**config.mk**
```make
export PLATFORM = sky130hd
export DESIGN_NAME = spi_slave_sync
export DESIGN_NICKNAME = d
export VERILOG_FILES = /design/src/rtl/spi_pkg.sv /design/src/rtl/spi_slave_sync_pin_sync.sv /design/src/rtl/spi_slave_sync.sv
export SDC_FILE = /design/constraint.sdc
export NUM_CORES = 1
export LEC_CHECK = 0
export CAP_MARGIN = 10
export CORE_MARGIN = 4
export CORE_UTILIZATION = 45
export CTS_CLUSTER_DIAMETER = 200
export DETAILED_ROUTE_END_ITERATION = 8
export GPL_ROUTABILITY_DRIVEN = 1
export PLACE_DENSITY = 0.68
export SKIP_CTS_REPAIR_TIMING = 1
export SYNTH_ARGS = -nofsm -noshare
export SYNTH_HDL_FRONTEND = slang
export SYNTH_SLANG_ARGS = --single-unit
```
**constraint.sdc**
```tcl
create_clock -name clk -period 1.6 [get_ports clk]
set_input_delay 0.32 -clock clk [delete_from_list [all_inputs] [get_ports clk]]
set_output_delay 0.32 -clock clk [all_outputs]
set_load 0.005 [all_outputs]
```
**src/rtl/spi_pkg.sv**
```systemverilog
// Shared types, defaults and helpers for the system-clock-domain SPI slave.
package spi_pkg;

   typedef enum logic [1:0] {
      MODE0 = 2'd0,
      MODE1 = 2'd1,
      MODE2 = 2'd2,
      MODE3 = 2'd3
   } spi_mode_e;

   typedef enum logic {
      ST_IDLE   = 1'b0,
      ST_ACTIVE = 1'b1
   } spi_state_e;

   localparam int unsigned SPI_DATA_W_DEF = 8;
   localparam int unsigned SPI_SYNC_DEF   = 2;

   // The sample edge is the rising sclk edge exactly when CPOL equals CPHA.
   function automatic logic sample_on_rise(input logic cpol, input logic cpha);
      return (cpol == cpha);
   endfunction

endpackage

```
**src/rtl/spi_slave_sync_pin_sync.sv**
```systemverilog
// Synchronises the asynchronous SPI pins into clk and produces one-cycle edge pulses.
// Level outputs are delayed one extra flop so they line up with the registered pulses.
module spi_pin_sync
   import spi_pkg::*;
#(
   parameter int unsigned SYNC_STAGES = SPI_SYNC_DEF,
   parameter logic        SCLK_IDLE   = 1'b0
) (
   input  logic i_clk,
   input  logic i_rst,
   input  logic i_sclk,
   input  logic i_cs_n,
   input  logic i_mosi,
   output logic o_cs_n_q,
   output logic o_mosi_q,
   output logic o_sclk_rise,
   output logic o_sclk_fall,
   output logic o_cs_fall,
   output logic o_cs_rise
);

   logic [SYNC_STAGES-1:0] r_sclk_sync;
   logic [SYNC_STAGES-1:0] r_cs_sync;
   logic [SYNC_STAGES-1:0] r_mosi_sync;
   logic                   r_sclk_q;
   logic                   r_cs_n_q;
   logic                   r_mosi_q;
   logic                   r_sclk_rise;
   logic                   r_sclk_fall;
   logic                   r_cs_fall;
   logic                   r_cs_rise;
   logic                   w_sclk_s;
   logic                   w_cs_n_s;
   logic                   w_mosi_s;

   assign w_sclk_s = r_sclk_sync[SYNC_STAGES-1];
   assign w_cs_n_s = r_cs_sync[SYNC_STAGES-1];
   assign w_mosi_s = r_mosi_sync[SYNC_STAGES-1];

   // Synchroniser chains, reset to the idle pin levels so reset release creates no false edges.
   always_ff @(posedge i_clk) begin
      if (i_rst) begin
         r_sclk_sync <= {SYNC_STAGES{SCLK_IDLE}};
         r_cs_sync   <= '1;
         r_mosi_sync <= '0;
      end else begin
         r_sclk_sync <= {r_sclk_sync[SYNC_STAGES-2:0], i_sclk};
         r_cs_sync   <= {r_cs_sync[SYNC_STAGES-2:0], i_cs_n};
         r_mosi_sync <= {r_mosi_sync[SYNC_STAGES-2:0], i_mosi};
      end
   end

   // Registered edge pulses plus aligned levels.
   always_ff @(posedge i_clk) begin
      if (i_rst) begin
         r_sclk_q    <= SCLK_IDLE;
         r_cs_n_q    <= 1'b1;
         r_mosi_q    <= 1'b0;
         r_sclk_rise <= 1'b0;
         r_sclk_fall <= 1'b0;
         r_cs_fall   <= 1'b0;
         r_cs_rise   <= 1'b0;
      end else begin
         r_sclk_q    <= w_sclk_s;
         r_cs_n_q    <= w_cs_n_s;
         r_mosi_q    <= w_mosi_s;
         r_sclk_rise <= w_sclk_s & ~r_sclk_q;
         r_sclk_fall <= ~w_sclk_s & r_sclk_q;
         r_cs_fall   <= ~w_cs_n_s & r_cs_n_q;
         r_cs_rise   <= w_cs_n_s & ~r_cs_n_q;
      end
   end

   assign o_cs_n_q    = r_cs_n_q;
   assign o_mosi_q    = r_mosi_q;
   assign o_sclk_rise = r_sclk_rise;
   assign o_sclk_fall = r_sclk_fall;
   assign o_cs_fall   = r_cs_fall;
   assign o_cs_rise   = r_cs_rise;

endmodule

```
**src/rtl/spi_slave_sync.sv**
```systemverilog
// SPI slave running entirely in the clk domain: all four modes, DATA_W-bit words,
// multi-word frames, valid/ready rx and tx interfaces.
// Optional macro SPI_SLAVE_OVERRUN_EN adds a sticky rx_overrun flag.
module spi_slave_sync
   import spi_pkg::*;
#(
   parameter int unsigned DATA_W      = SPI_DATA_W_DEF,
   parameter int unsigned CPOL        = 0,
   parameter int unsigned CPHA        = 0,
   parameter int unsigned MSB_FIRST   = 1,
   parameter int unsigned SYNC_STAGES = SPI_SYNC_DEF
) (
   input  logic              clk,
   input  logic              rst,
   input  logic [DATA_W-1:0] tx_data,
   input  logic              tx_valid,
   output logic              tx_ready,
   output logic [DATA_W-1:0] rx_data,
   output logic              rx_valid,
   input  logic              rx_ready,
   input  logic              sclk,
   input  logic              cs_n,
   input  logic              mosi,
   output logic              miso,
   output logic              miso_oe
`ifdef SPI_SLAVE_OVERRUN_EN
   ,
   output logic              rx_overrun
`endif
);

   localparam int unsigned CNT_W       = $clog2(DATA_W);
   localparam logic        SAMPLE_RISE = sample_on_rise(1'(CPOL), 1'(CPHA));
   localparam logic        CPHA1       = (CPHA != 0);
   localparam logic        MSB         = (MSB_FIRST != 0);

   spi_state_e        r_state;
   logic [CNT_W-1:0]  r_bit_cnt;
   logic [DATA_W-1:0] r_rx_shift;
   logic [DATA_W-1:0] r_tx_shift;
   logic [DATA_W-1:0] r_rx_data;
   logic              r_rx_valid;
   logic [DATA_W-1:0] r_hold;
   logic              r_hold_empty;
   logic              r_miso;
   logic              r_miso_oe;

   logic              w_cs_n_q;
   logic              w_mosi_q;
   logic              w_sclk_rise;
   logic              w_sclk_fall;
   logic              w_cs_fall;
   logic              w_cs_rise;
   logic              w_sample;
   logic              w_shift;
   logic              w_last_bit;
   logic              w_start;
   logic              w_active;
   logic              w_word_done;
   logic              w_load;
   logic              w_tx_wr;
   logic [DATA_W-1:0] w_rx_next;
   logic [DATA_W-1:0] w_load_word;
   logic [DATA_W-1:0] w_load_shifted;
   logic              w_load_first;
   logic [DATA_W-1:0] w_tx_shifted;
   logic              w_tx_first;

   spi_pin_sync #(
      .SYNC_STAGES (SYNC_STAGES),
      .SCLK_IDLE   (1'(CPOL))
   ) u_pin_sync (
      .i_clk       (clk),
      .i_rst       (rst),
      .i_sclk      (sclk),
      .i_cs_n      (cs_n),
      .i_mosi      (mosi),
      .o_cs_n_q    (w_cs_n_q),
      .o_mosi_q    (w_mosi_q),
      .o_sclk_rise (w_sclk_rise),
      .o_sclk_fall (w_sclk_fall),
      .o_cs_fall   (w_cs_fall),
      .o_cs_rise   (w_cs_rise)
   );

   assign w_sample       = SAMPLE_RISE ? w_sclk_rise : w_sclk_fall;
   assign w_shift        = SAMPLE_RISE ? w_sclk_fall : w_sclk_rise;
   assign w_last_bit     = (r_bit_cnt == CNT_W'(DATA_W-1));
   assign w_start        = (r_state == ST_IDLE) && w_cs_fall;
   assign w_active       = (r_state == ST_ACTIVE) && !w_cs_rise;
   assign w_word_done    = w_active && w_sample && w_last_bit;
   assign w_load         = w_start || w_word_done;
   assign w_tx_wr        = tx_valid && r_hold_empty;

   assign w_rx_next      = MSB ? {r_rx_shift[DATA_W-2:0], w_mosi_q}
                               : {w_mosi_q, r_rx_shift[DATA_W-1:1]};
   assign w_load_word    = r_hold_empty ? '0 : r_hold;
   assign w_load_first   = MSB ? w_load_word[DATA_W-1] : w_load_word[0];
   assign w_load_shifted = MSB ? {w_load_word[DATA_W-2:0], 1'b0}
                               : {1'b0, w_load_word[DATA_W-1:1]};
   assign w_tx_first     = MSB ? r_tx_shift[DATA_W-1] : r_tx_shift[0];
   assign w_tx_shifted   = MSB ? {r_tx_shift[DATA_W-2:0], 1'b0}
                               : {1'b0, r_tx_shift[DATA_W-1:1]};

   // Frame FSM with rx/tx shifters, bit counter, rx output register and MISO drive.
   always_ff @(posedge clk) begin
      if (rst) begin
         r_state    <= ST_IDLE;
         r_bit_cnt  <= '0;
         r_rx_shift <= '0;
         r_tx_shift <= '0;
         r_rx_data  <= '0;
         r_rx_valid <= 1'b0;
         r_miso     <= 1'b0;
         r_miso_oe  <= 1'b0;
      end else begin
         r_miso_oe <= ~w_cs_n_q;

         if (w_word_done) begin
            r_rx_data  <= w_rx_next;
            r_rx_valid <= 1'b1;
         end else if (r_rx_valid && rx_ready) begin
            r_rx_valid <= 1'b0;
         end

         case (r_state)
            ST_IDLE: begin
               if (w_cs_fall) begin
                  r_state    <= ST_ACTIVE;
                  r_bit_cnt  <= '0;
                  r_rx_shift <= '0;
                  if (CPHA1) begin
                     r_tx_shift <= w_load_word;
                     r_miso     <= 1'b0;
                  end else begin
                     r_tx_shift <= w_load_shifted;
                     r_miso     <= w_load_first;
                  end
               end
            end
            ST_ACTIVE: begin
               if (w_cs_rise) begin
                  r_state    <= ST_IDLE;
                  r_bit_cnt  <= '0;
                  r_rx_shift <= '0;
                  r_tx_shift <= '0;
                  r_miso     <= 1'b0;
               end else if (w_sample) begin
                  r_rx_shift <= w_rx_next;
                  if (w_last_bit) begin
                     r_bit_cnt  <= '0;
                     r_tx_shift <= w_load_word;
                  end else begin
                     r_bit_cnt  <= r_bit_cnt + CNT_W'(1);
                  end
               end else if (w_shift) begin
                  r_miso     <= w_tx_first;
                  r_tx_shift <= w_tx_shifted;
               end
            end
            default: r_state <= ST_IDLE;
         endcase
      end
   end

   // Tx holding register: a write wins over the empty-on-load, so a same-cycle write refills it.
   always_ff @(posedge clk) begin
      if (rst) begin
         r_hold       <= '0;
         r_hold_empty <= 1'b1;
      end else if (w_tx_wr) begin
         r_hold       <= tx_data;
         r_hold_empty <= 1'b0;
      end else if (w_load) begin
         r_hold_empty <= 1'b1;
      end
   end

`ifdef SPI_SLAVE_OVERRUN_EN
   logic r_overrun;

   // Sticky flag for a completed word that overwrote an unconsumed one.
   always_ff @(posedge clk) begin
      if (rst) begin
         r_overrun <= 1'b0;
      end else if (w_word_done && r_rx_valid && !rx_ready) begin
         r_overrun <= 1'b1;
      end
   end

   assign rx_overrun = r_overrun;
`endif

   assign tx_ready = r_hold_empty;
   assign rx_data  = r_rx_data;
   assign rx_valid = r_rx_valid;
   assign miso     = r_miso;
   assign miso_oe  = r_miso_oe;

endmodule

```
==> impl_metrics.py, run 1 <==
metrics = {
    "logic_synthesis": {
        "ys_seq_area_share_pct": 53.3,
        "synthTopCellsByCount": "dfxtp_1 (52), nand2_1 (33), nor2_1 (21)",
        "async_flop_share_pct": 0,
        "synth_most_common_cell": "dfxtp_1",
        "synth.area.top_cells": "dfxtp_1 (53%), nand2_1 (6.3%), a21oi_1 (5.1%), nor2_1 (4.0%), a22oi_1 (3.5%)",
        "synth_cell_type_count": 29,
        "yosysWarnings": 0,
        "syn-num-nets": 233,
        "syn_area_mm2": 0.00195,
        "synth_flop_cell": "dfxtp_1",
        "synth.avg_cell_area_um2": 9.05,
        "synth_cells": 216,
        "yosysTopAreaCellShare_pct": 53.3,
        "synth_edf_count": 0,
        "synth-seq-cells": 52,
        "post-synth-top-area-cell": "dfxtp_1",
    },
    "critical_path": {
        "slowest_stage": "clkdlybuf4s50_1",
        "r2r_setup_slack_ns": 0.15,
        "r2r-start": "r_bit_cnt[0]$_SDFFE_PP0P_",
        "critPathArrivalTime_ns": 1.21,
        "cp_num_buf_inv": 1,
        "r2r_end": "r_tx_shift[1]$_SDFFE_PP0P_",
        "critPathKind": "reg -> out",
        "slowest_delay_ns": 0.52,
        "path_delay_family": "buffers and inverters",
        "crit_chain": "clkdlybuf4s50_1",
        "required_ns": 1.28,
        "critPathLaunchType": "flip-flop",
        "crit_path_max_fanout": 7,
        "end_kind": "output port",
        "r2r_cells": 7,
    },
    "grt": {
        "grt_overflow_total": 0,
        "grt_util_all_layers_pct": 14.7,
        "use_met3_pct": 3.28,
        "grt_max_degree": 34,
        "grt_util_met2_pct": 25.0,
        "grt_first_pass_wirelength_um": 6300,
        "antenna_found_initial": 0,
        "grt.busiest_layer": "met2",
        "grt.met1_usage_pct": 17.5,
        "grt_pass1_vias": 1477,
    },
    "floorplan": {
        "fp.dieW_um": 73.9,
        "core-area_mm2": 0.00409,
        "rows": 23,
        "start_util_pct": 47.8,
        "fp.dieArea_mm2": 0.00546,
        "die_h_um": 73.9,
        "pin_count": 27,
    },
    "min_path": {
        "holdPathEnd": "u_pin_sync.o_sclk_rise$_SDFF_PP0_",
        "min_path_cells": 1,
        "hold_class": "reg -> reg",
        "min-delay-start": "u_pin_sync.r_sclk_q$_SDFF_PP0_",
    },
    "drt": {
        "vias_per_cell": 5.19,
        "first_pass_iters": 4,
        "ant_nets": 0,
        "routed_wl_um": 3660,
        "drt-initial-drc-count": 93,
        "vias": 1537,
        "wl_per_cell_um": 12.4,
        "drc": 0,
    },
    "clock_tree": {
        "cts_htree_levels": 2,
        "clock_insertion_delay_worst_skew_ns": 0.30,
        "numCtsBuffers": 5,
        "clockRootBuffer": "clkbuf_8",
        "cts.sinks": 52,
        "cts_tree": "yes",
        "clkTransAtPathRegs_ns": 0.09,
        "clock_path_buffers": 2,
    },
    "timing": {
        "fin_crit_ns": 1.53,
        "fin_skew_ns": 0.00474,
        "fin_crit_sh_pct": 95.7,
        "max_freq_mhz": 653,
        "finalHoldViolCount": 0,
        "worst_hold_slack_ns": 0.416,
        "fin_tns_setup_ns": 0,
        "relSlewSlack_pct": 80.0,
        "worst_slew_pin_slew_ns": 0.299,
        "setup_viol": 0,
        "slew_viol_final": 0,
    },
    "power_and_ir_drop": {
        "power_uw": 2440,
        "irDropWorstVdd_uv": 742,
        "p_leak_uw": 0.000860,
        "powerDensity_mw_per_mm2": 1000,
    },
    "cells_and_area": {
        "num-fill-cells": 380,
        "antenna_cells": 0,
        "final_cells": 296,
        "drive_above_1_share_pct": 11.8,
        "fin_util_pct": 59.4,
        "fin_nets": 262,
        "syn2layout_area_growth_pct": 24.3,
    },
    "placement": {
        "dp_hpwl_um": 2520,
        "gp_congestion": 0.740,
        "dp_cells": 287,
        "portBuffers": 26,
    },
    "run_status": {
        "outcome": "complete, no violations",
    },
    "job": {
        "maxCapViolCount": 0,
    },
}
-- placed cells by master (no fill, tap or decap), types with 2 or more instances in the layout --
master and n:
nand2b_1 4, or2_2 3, nand3_1 9, a21oi_1 20, ha_1 2, buf_12 2, nand2_1 33, a21o_1 2
buf_4 9, dfxtp_2 3, clkbuf_8 5, nor2b_1 9, a22oi_1 9, nor3b_1 9, clkdlybuf4s50_1 26, a31oi_1 8
dfxtp_1 49, nor2_1 21, and2_1 2, a311oi_1 7, inv_1 2
-- state kept, by name, indices dropped and copies added, names as in the netlist, 2 cells and up --
name,cells
r_hold,8
r_bit_cnt,3
u_pin_sync.r_sclk_sync,2
rx_data,8
u_pin_sync.r_cs_sync,2
r_tx_shift,8
r_rx_shift,7
u_pin_sync.r_mosi_sync,2
-- final cells by class --
| cell class | instances | area (µm²) | share of cell area [%] |
|---|---|---|---|
| clock buffer | 6 | 72.6 | 2.99 |
| clock inverter | 2 | 38.8 | 1.60 |
| inverter | 2 | 7.51 | 0.309 |
| multi-input combinational | 147 | 835 | 34.4 |
| sequential | 52 | 1040 | 43.0 |
| tap | 50 | 62.6 | 2.58 |
| timing repair buffer | 37 | 368 | 15.1 |
-- per-layer routing --
metal	share of wire, %	wire length (µm)	vias to the layer above
li1	-	-	802
met1	46	1680	707
met2	49	1780	21
met3	3.5	129	7
met4	1.8	67	0
met5	0	0	-
-- report_power, final --
part           leakage, µW  internal (µW)  switching (µW)
registers         0.000424           1330            26.8
clock network    0.0000558            473             419
logic             0.000380            100            85.9
-- per-stage QoR --
step                worst slack, ns  instance area [µm²]
floorplan                     0.108                 1950
global placement             0.0989                 2290
detailed placement           0.0111                 2290
CTS                         -0.0300                 2400
global route                -0.0110                 2430
finish                       0.0685                 2430
-- kinds of logic (layout without fill, tap and decap cells) --
logic type | count (synthesis) | after routing | synth area share, %
AO/OA/AOI/OAI | 48 | 48 | 16.5
buffers and inverters | 17 | 47 | 4.10
multiplexers | 1 | 1 | 0.512
adder cells (fa/ha/maj) | 2 | 2 | 1.28
AND/OR/NAND/NOR | 96 | 96 | 24.3
flip-flops | 52 | 52 | 53.3
-- how the worst max path moves through the flow --
stage / start / end / slack (ns) / cells past startpoint
global route: r_bit_cnt[0]$_SDFFE_PP0P_ / r_tx_shift[6]$_SDFFE_PP0P_ / -0.01 / 7
finish: tx_ready$_SDFFE_PP1P_ / tx_ready / 0.07 / 1
CTS: tx_ready$_SDFFE_PP1P_ / tx_ready / -0.03 / 1
detailed placement: r_bit_cnt[0]$_SDFFE_PP0P_ / r_tx_shift[6]$_SDFFE_PP0P_ / 0.01 / 6
floorplan: r_bit_cnt[0]$_SDFFE_PP0P_ / r_tx_shift[1]$_SDFFE_PP0P_ / 0.11 / 7
global placement: r_bit_cnt[0]$_SDFFE_PP0P_ / r_tx_shift[3]$_SDFFE_PP0P_ / 0.1 / 6
No activity file was read; power rests on OpenSTA's default activity.
==> run 2, diff against run 1 <==
--- a/config.mk
+++ b/config.mk
@@ -10,9 +10,10 @@
 export CORE_UTILIZATION = 45
 export CTS_CLUSTER_DIAMETER = 200
 export DETAILED_ROUTE_END_ITERATION = 8
+export DONT_BUFFER_PORTS = 1
 export GPL_ROUTABILITY_DRIVEN = 1
-export PLACE_DENSITY = 0.68
 export SKIP_CTS_REPAIR_TIMING = 1
 export SYNTH_ARGS = -nofsm -noshare
 export SYNTH_HDL_FRONTEND = slang
+export SYNTH_HIERARCHICAL = 1
 export SYNTH_SLANG_ARGS = --single-unit
==> impl_metrics.py, run 2 <==
metrics = {
    "run_status": {
        "outcome": "complete, no violations",
    },
    "power_and_ir_drop": {
        "power_uw": 2260,
        "irDropWorstVdd_uv": 587,
        "p_leak_uw": 0.000743,
        "powerDensity_mw_per_mm2": 1050,
    },
    "drt": {
        "vias_per_cell": 5.55,
        "first_pass_iters": 4,
        "routed_wl_um": 3830,
        "ant_nets": 0,
        "vias": 1482,
        "wl_per_cell_um": 14.3,
        "drc": 0,
        "drt-initial-drc-count": 55,
    },
    "clock_tree": {
        "cts_htree_levels": 2,
        "numCtsBuffers": 5,
        "cts.sinks": 52,
        "clkTransAtPathRegs_ns": 0.10,
        "clock_insertion_delay_worst_skew_ns": 0.30,
        "clock_path_buffers": 2,
        "clockRootBuffer": "clkbuf_8",
        "cts_tree": "yes",
    },
    "cells_and_area": {
        "layout_commonest_cell": "dfxtp_1",
        "final_cell_mix": "dfxtp_1 (51), nand2_1 (33), a21oi_1 (20), nor2_1 (20), nor3b_1 (12)",
        "fin_util_pct": 52.1,
        "final_cells": 267,
        "drive_above_1_share_pct": 11.5,
        "syn2layout_area_growth_pct": 8.28,
        "fin_nets": 233,
        "antenna_cells": 0,
    },
    "job": {
        "maxCapViolCount": 0,
    },
    "logic_synthesis": {
        "synth-seq-cells": 52,
        "synth_edf_count": 0,
        "synthTopCellsByCount": "dfxtp_1 (52), nand2_1 (33), a21oi_1 (20), nor2_1 (20), nor3b_1 (12)",
        "synth_flop_cell": "dfxtp_1",
        "synth.avg_cell_area_um2": 9.26,
        "async_flop_share_pct": 0,
        "synth.area.top_cells": "dfxtp_1 (53%), nand2_1 (6.3%), a21oi_1 (5.1%), nor3b_1 (4.5%), nor2_1 (3.8%)",
        "synth_most_common_cell": "dfxtp_1",
        "syn-num-nets": 231,
        "post-synth-top-area-cell": "dfxtp_1",
        "yosysWarnings": 6,
        "syn_area_mm2": 0.00198,
        "synth_cells": 214,
        "ys_seq_area_share_pct": 52.6,
        "yosysTopAreaCellShare_pct": 52.6,
        "synth_cell_type_count": 30,
    },
    "grt": {
        "grt_util_all_layers_pct": 14.7,
        "grt_pass1_vias": 1423,
        "grt_first_pass_wirelength_um": 6340,
        "grt_overflow_total": 0,
        "antenna_found_initial": 0,
        "grt_max_degree": 53,
    },
    "critical_path": {
        "slowest_stage": "dfxtp_2",
        "required_ns": 1.81,
        "r2r_cells": 7,
        "crit_top_cell": "ha_1",
        "r2r_end": "r_tx_shift[5]$_SDFFE_PP0P_",
        "cp_num_buf_inv": 2,
        "end_kind": "flip-flop",
        "critPathLaunchType": "flip-flop",
        "r2r-start": "r_bit_cnt[0]$_SDFFE_PP0P_",
        "slowest_delay_ns": 0.33,
        "path_depth": 7,
        "critPathKind": "reg -> reg",
        "r2r_setup_slack_ns": 0.09,
        "critPathArrivalTime_ns": 1.72,
        "crit_chain": "ha_1 > ha_1 > nand2_1 > a31oi_4 > buf_12 > buf_4 > a311oi_2",
        "crit_path_max_fanout": 15,
        "path_delay_family": "adder cells",
    },
    "floorplan": {
        "core-area_mm2": 0.00412,
        "pin_count": 27,
        "rows": 23,
        "fp.dieArea_mm2": 0.00553,
        "start_util_pct": 48.1,
        "fp.dieW_um": 74.3,
        "die_h_um": 74.3,
    },
    "min_path": {
        "hold_class": "in -> reg",
        "holdPathEnd": "r_tx_shift[1]$_SDFFE_PP0P_",
        "min-delay-start": "rst",
        "min_path_cells": 1,
    },
    "placement": {
        "dp_cells": 256,
        "dp_slack_ns": -0.0706,
        "gp_congestion": 0.763,
        "portBuffers": 0,
        "dp_hpwl_um": 2620,
    },
    "timing": {
        "rsz0062_at_grt": "false",
        "worst_slew_pin_slew_ns": 0.477,
        "slew_viol_final": 0,
        "finalHoldViolCount": 0,
        "relSlewSlack_pct": 68.2,
        "setup_viol": 0,
        "fin_crit_sh_pct": 94.5,
        "max_freq_mhz": 662,
        "worst_hold_slack_ns": 0.0759,
        "layout_setup_ws_ns": 0.0883,
        "fin_crit_ns": 1.51,
        "fin_skew_ns": 0.00917,
    },
}
## run 2: cell count changes after synthesis, sizes merged
cell,change
clkbuf,-1
nor2b,-4
and2,-1
nor2,-1
inv,-1
and2b,+3
nand3b,+1
nor3b,+3
nand3,-1
## run 2: logic make-up (layout without fill, tap and decap cells)
kind of cell               count (synthesis)  in the layout  share of synthesized area, %
DFF                                       52             52                          52.6
and+or+nand+nor                           96             96                          24.4
adders and majority gates                  2              2                          1.26
buffers and inverters                     15             18                          4.04
muxes                                      1              1                         0.505
AOI/OAI and AO/OA                         48             48                          17.2
## run 2: worst max-delay path by stage
stage / start / end
5_1_grt: r_bit_cnt[1]$_SDFFE_PP0P_ / r_tx_shift[7]$_SDFFE_PP0P_
2_1_floorplan: r_bit_cnt[0]$_SDFFE_PP0P_ / r_tx_shift[1]$_SDFFE_PP0P_
6_report: r_bit_cnt[0]$_SDFFE_PP0P_ / r_tx_shift[5]$_SDFFE_PP0P_
3_3_place_gp: r_bit_cnt[0]$_SDFFE_PP0P_ / r_tx_shift[1]$_SDFFE_PP0P_
4_1_cts: r_bit_cnt[0]$_SDFFE_PP0P_ / r_tx_shift[5]$_SDFFE_PP0P_
3_5_place_dp: r_bit_cnt[0]$_SDFFE_PP0P_ / r_tx_shift[5]$_SDFFE_PP0P_
## run 2: metrics by stage
| step | cell area [µm²] | setup TNS [ns] |
|---|---|---|
| after floorplan | 1980 | 0 |
| after global placement | 2010 | 0 |
| after detailed placement | 2010 | -0.325 |
| after CTS | 2110 | -0.487 |
| after global routing | 2140 | 0 |
| final | 2140 | 0 |
## run 2: power by group
| part | switching (µW) | leakage [µW] | total, µW | internal, µW |
|---|---|---|---|---|
| registers | 32.1 | 0.000424 | 1370 | 1330 |
| clock network | 417 | 0.0000516 | 771 | 354 |
| logic | 58.9 | 0.000268 | 122 | 63.0 |
| total | 508 | 0.000743 | 2260 | 1750 |
## run 2: layout make-up
cell class,instances,area [µm²]
Clock buffer,6,82.6
Clock inverter,2,13.8
Fill cell,401,1970
Inverter,1,3.75
Multi-Input combinational cell,147,860
Sequential cell,52,1040
Tap cell,50,62.6
Timing Repair Buffer,9,80.1
## run 2: routing by layer
layer	routed length [µm]	vias up	share of wire, %	GRT usage, %
met1	1670	707	44	17.8
li1	-	744	-	-
met2	1910	26	50	25.6
met4	40	0	1.0	3.56
met3	206	5	5.4	4.59
met5	0	-	0	0
==> run 3, diff against run 2 <==
--- a/config.mk
+++ b/config.mk
@@ -5,10 +5,8 @@
 export SDC_FILE = /design/constraint.sdc
 export NUM_CORES = 1
 export LEC_CHECK = 0
-export CAP_MARGIN = 10
 export CORE_MARGIN = 4
 export CORE_UTILIZATION = 45
-export CTS_CLUSTER_DIAMETER = 200
 export DETAILED_ROUTE_END_ITERATION = 8
 export DONT_BUFFER_PORTS = 1
 export GPL_ROUTABILITY_DRIVEN = 1
==> results of run 3 <==
Same layout as run 2: the final DEF is identical, and so are final timing and power.
